**src/rtl/irq_priority_controller.sv**
```systemverilog
// Eight-source priority interrupt controller: edge-latched pending bits, software mask,
// and a raise / ack / eoi handshake that keeps at most one interrupt in service.
module irq_priority_controller (
  input  logic       clk,
  input  logic       rst,
  input  logic [7:0] req,
  input  logic       mask_we,
  input  logic [7:0] mask_in,
  input  logic       ack,
  input  logic       eoi,
  output logic       irq,
  output logic [2:0] vec,
  output logic       in_service,
  output logic [7:0] pending,
  output logic [7:0] mask
);

  typedef enum logic [1:0] {
    IDLE    = 2'd0,
    REQ     = 2'd1,
    SERVICE = 2'd2
  } state_t;

  state_t     state_q, state_d;
  logic [7:0] req_prev_q, req_prev_d;
  logic [7:0] pending_q, pending_d;
  logic [7:0] mask_q, mask_d;
  logic       irq_q, irq_d;
  logic [2:0] vec_q, vec_d;
  logic       in_service_q, in_service_d;

  logic [7:0] req_edge;
  logic [7:0] eligible;
  logic [7:0] ack_clear;
  logic [2:0] sel;

  assign req_edge = req & ~req_prev_q;
  assign eligible = pending_q & ~mask_q;

  // Ascending scan so the highest set bit is the last one written.
  always_comb begin
    sel = 3'd0;
    for (int i = 0; i < 8; i++) begin
      if (eligible[i]) begin
        sel = 3'(i);
      end
    end
  end

  always_comb begin
    state_d      = state_q;
    irq_d        = irq_q;
    vec_d        = vec_q;
    in_service_d = in_service_q;
    ack_clear    = 8'h00;
    req_prev_d   = req;
    mask_d       = mask_we ? mask_in : mask_q;

    unique case (state_q)
      IDLE: begin
        if (eligible != 8'h00) begin
          vec_d   = sel;
          irq_d   = 1'b1;
          state_d = REQ;
        end
      end
      REQ: begin
        if (ack) begin
          ack_clear[vec_q] = 1'b1;
          irq_d            = 1'b0;
          in_service_d     = 1'b1;
          state_d          = SERVICE;
        end
      end
      SERVICE: begin
        if (eoi) begin
          in_service_d = 1'b0;
          state_d      = IDLE;
        end
      end
      default: begin
        irq_d        = 1'b0;
        in_service_d = 1'b0;
        state_d      = IDLE;
      end
    endcase

    // A fresh edge on the source being acknowledged must survive the ack.
    pending_d = (pending_q & ~ack_clear) | req_edge;
  end

  always_ff @(posedge clk) begin
    if (rst) begin
      state_q      <= IDLE;
      req_prev_q   <= req;
      pending_q    <= 8'h00;
      mask_q       <= 8'hFF;
      irq_q        <= 1'b0;
      vec_q        <= 3'd0;
      in_service_q <= 1'b0;
    end else begin
      state_q      <= state_d;
      req_prev_q   <= req_prev_d;
      pending_q    <= pending_d;
      mask_q       <= mask_d;
      irq_q        <= irq_d;
      vec_q        <= vec_d;
      in_service_q <= in_service_d;
    end
  end

  assign irq        = irq_q;
  assign vec        = vec_q;
  assign in_service = in_service_q;
  assign pending    = pending_q;
  assign mask       = mask_q;

endmodule
```
**config.mk**
```make
export PLATFORM = sky130hd
export DESIGN_NAME = irq_priority_controller
export DESIGN_NICKNAME = d
export VERILOG_FILES = /design/src/rtl/irq_priority_controller.sv
export SDC_FILE = /design/constraint.sdc
export NUM_CORES = 1
export LEC_CHECK = 0
export ABC_CLOCK_PERIOD_IN_PS = 2450
export CAP_MARGIN = 30
export CELL_PAD_IN_SITES_DETAIL_PLACEMENT = 1
export CELL_PAD_IN_SITES_GLOBAL_PLACEMENT = 2
export CORE_MARGIN = 4
export CORE_UTILIZATION = 28
export CTS_CLUSTER_DIAMETER = 150
export DETAILED_ROUTE_END_ITERATION = 16
export PLACE_DENSITY = 0.93
export SLEW_MARGIN = 40
export SYNTH_ARGS = -nofsm -noshare
export SYNTH_HDL_FRONTEND = slang
export SYNTH_SLANG_ARGS = --single-unit
```
**constraint.sdc**
```tcl
create_clock -name clk -period 2.45 [get_ports clk]
set_clock_uncertainty 0.1 [all_clocks]
set_input_delay 0.3675 -clock clk [delete_from_list [all_inputs] [get_ports clk]]
set_output_delay 0.3675 -clock clk [all_outputs]
set_load 0.05 [all_outputs]
```
Word level (Yosys, flattened, before mapping)
Cells that the tools add are included.

storage, ports and cells
  register bits = 31
  bits of input ports = 21
  output and inout bits = 21

operators by class
  magnitude comparators = 2
  equality and inequality tests = 5
  muxes and demuxes = 21
  bitwise logic cells = 9
  reduce and logical (&&, ||, !) cells = 7

operators by type and width
  kind                                                               count
  bitwise AND 8 bit                                                  3
  NOT 8 bit                                                          3
  two-way mux 8 bit                                                  2
  two-way mux 3 bit                                                  5
  AND reduction 3 bit                                                3
  two-way mux 2 bit                                                  4
  OR 8 bit                                                           1
  nonzero test 8 bit                                                 1
  two-way mux 1 bit                                                  6
  inequality test 2 bit, second input constant                       3
  case mux 1 bit (3 select lines)                                    2
  case mux 2 bit (3 select lines)                                    1
  < comparator 3 x 4 -> 1 bit, second input constant                 1
  demux 1 bit (select 3 bit)                                         1
  greater-or-equal comparator 3 x 1 -> 1 bit, second input constant  1
  equality test 2 x 1 -> 1 bit, second input constant                1
  equality test 2 bit, second input constant                         1
  zero test 2 bit                                                    1
  NOT 1 bit                                                          2
  AND reduction 2 bit                                                1
  logical AND 1 bit                                                  1

Depth between registers and ports, before layout
  word-level depth = 9
  gate-level depth with buffers = 5
  mapped depth without buffers = 4

Worst setup path before layout
OpenSTA, ideal clock, no wires.

  path kind = register to register
  start point = reg mask_q[4] (netlist: mask[4])
  end point = reg vec_q[1] (netlist: vec[1])
  setup time = 0.072 ns
  arrival time = 1.652 ns
  required time = 2.278 ns
  setup slack = 0.626 ns
  stages on the path, launching flop included = 5
  path buffers = 0
  cells stage by stage = dfxtp_1 > nor2b_4 > or4_4 > o21ai_2 > mux2i_1

between the ends
  longest elaborated chain between the ends = 6
  elaborated cells between the ends (all ways) = 8
  those cells by class = mux: 4; bitwise: 2; reduce/logical: 2

RTL lines
  item                             line  text
  from (decl)                      27    logic [7:0] mask_q, mask_d;
  from (signal assigned)           105   mask_q <= mask_d;
  NOT 8 bit *                      38    assign eligible = pending_q & ~mask_q;
  bitwise AND 8 bit *              38
  two-way mux 3 bit (4 in series)  44    if (eligible[i]) begin
  to (signal assigned)             107   vec_q <= vec_d;
  to (decl)                        29    logic [2:0] vec_q, vec_d;

Every way passes the cells marked *; elsewhere a longest branch is shown, timed or not.
A chain may end at the register's enable or synchronous reset.

Worst setup path after layout
  start point = reg vec_q[1] (netlist: vec[1])
  end point = out vec[1]

RTL lines
  item       line  text
  to (decl)  12    output logic [2:0] vec,

No word-level cell between the ends.

==> reports/results.ini <==
[worst_setup_path]
arrival_ns = 1.60
slowest_stage = clkdlybuf4s50_1
timing.critical_path.buf_inv = 1
path_class = flop to primary output
critical_path_peak_fanout = 7
startpoint_type = flop
critPathCaptureType = primary output
path_delay_family = buffers and inverters
crit_required_ns = 1.98
worstPathCellList = clkdlybuf4s50_1
cp_slowest_stage_delay_ns = 0.86

[sta]
worst_slack_ns = 0.381
rsz0062_at_grt = false
setup_violations = 0
drv_slew = 0
fin_crit_sh_pct = 84.5
hold_violations = 0
final.setup.tns_ns = 0
hold_ws_ns = 0.364
clock.fmax_mhz = 483
period_minus_slack_ns = 2.07
slew_headroom_pct = 65.7
worst_pin_slew_ns = 0.512

[drt]
ant_nets = 0
drc = 0
vias = 1072
wl_per_cell_um = 15.1
drt-total-wl_um = 3330
drt_first_pass_iters = 4
viasPerCell = 4.87
initialDrtViolationCount = 57

[placement]
dpl.cell_count = 212
dp_hpwl_um = 2600
gp_congestion = 0.725
place_area_um2 = 1680
numPortBuffers = 41
pre_cts_slack_ns = 0.611

[floorplanning]
core_um2 = 4120
fp.dieW_um = 74.1
core.rowCount = 23
io_pins = 42
start_util_pct = 29.7
die_height_um = 74.1
die_area_um2 = 5490

[layout]
mostFrequentLayoutCells = clkdlybuf4s50_1, dfxtp_1, nand2_1
area_growth_pct = 45.7
fin_area_um2 = 1780
instances_no_fill = 220
insertedDiodeCount = 0
fin_util_pct = 43.3
final_common_cell = clkdlybuf4s50_1
final_nets = 190
drive_gt1_share_pct = 8.24

[power]
peakVddDrop_mv = 0.388
p_total_mw = 1.26
powerDensity_nw_per_um2 = 705
power.leakage_nw = 0.657

[logic_synthesis]
netlist_instances = 124
ys_warn_count = 0
synth-seq-cells = 31
synth_cell_types = 27
ys_seq_area_share_pct = 50.8
synth-edff-count = 0
netlist_area_um2 = 1220
yosys-top-cells-area = dfxtp_1, mux2i_1, nand2b_1
syn_avg_cell_area_um2 = 9.86
synth_top_flop_cell = dfxtp_1
async_flop_share_pct = 0
synth.top_cell.area_share_pct = 50.8
yosys.area.top_type = dfxtp_1
syn-num-nets = 145

[flow_run]
cap_violations = 0

[clock_tree]
ctsResizeCount = 0
clkSinkCount = 31
clkTransAtPathRegs_ns = 0.06
cts-root-buf = clkbuf_8
ctsHoldBuffers = 0
numCtsBuffers = 5
clkLatencyLatePin_ns = 0.29
cts.htree.levels = 2
clk_path_buf_depth = 2
post-cts-setup-buffers = 0
cts_tree = done

[global_routing]
grt_pass1_vias = 1119
gr-total-overflow = 0
antenna_found_initial = 0
grt_max_degree = 13
globalRouteTotalUtil_pct = 13.0
grt_first_pass_wirelength_um = 5230

[worst_hold_path]
hold_class = flop to flop

[status]
status = finished clean

sequential cells by signal, indices dropped and copies added (netlist names):
signal	count
pending	8
in_service	1
irq	1
mask	8
state_q	2
vec	3
req_prev_q	8
power breakdown:
group          leakage, nW  internal [mW]  switching (mW)
combinational        0.349          0.105           0.143
clock               0.0515          0.256           0.185
sequential           0.257          0.537          0.0296
total                0.657          0.898           0.358
synth_stat cells (3+ instances only):
cell type	number
a21oi_1	13
dfxtp_1	31
inv_1	3
mux2i_1	9
nand2_1	15
nand2b_1	13
nor2_1	4
nor2b_4	3
o21ai_0	6
o21ai_1	4
o31ai_1	4
final cells by class:
type	instances	area [um^2]
clock buffers	8	100
multi-input cells	86	568
inverters	3	11.3
fillers	483	2330
well taps	50	62.6
flip-flops and latches	31	621
repair buffers	42	418
path summary, 6_finish.rpt:
path / startpoint / to / slack [ns] / depth (start not counted)
max: vec[1]$_SDFFE_PP0P_ / vec[1] / 0.38 / 1
min: in_service$_SDFFE_PP0P_ / in_service$_SDFFE_PP0P_ / 0.36 / 2
max reg2reg: pending[4]$_SDFF_PP0_ / vec[1]$_SDFFE_PP0P_ / 0.83 / 4
min reg2reg: in_service$_SDFFE_PP0P_ / in_service$_SDFFE_PP0P_ / 0.36 / 2
cells by family (layout without fill, tap and decap cells):
kind of cell	Yosys count	in the layout	share of synthesized area [%]
compound gates	34	34	18.3
buf+inv	7	53	2.76
flops	31	31	50.8
mux	9	9	7.37
simple gates	43	43	20.8
metal layers:
metal | part of all wire (%) | vias to the layer above | GRT usage (%)
li1 | - | 526 | -
met1 | 41 | 502 | 15.1
met2 | 49 | 34 | 20.6
met3 | 6.3 | 10 | 3.51
met4 | 3.6 | 0 | 9.46
met5 | 0 | - | 0
Power figures use the tool's default switching activity.
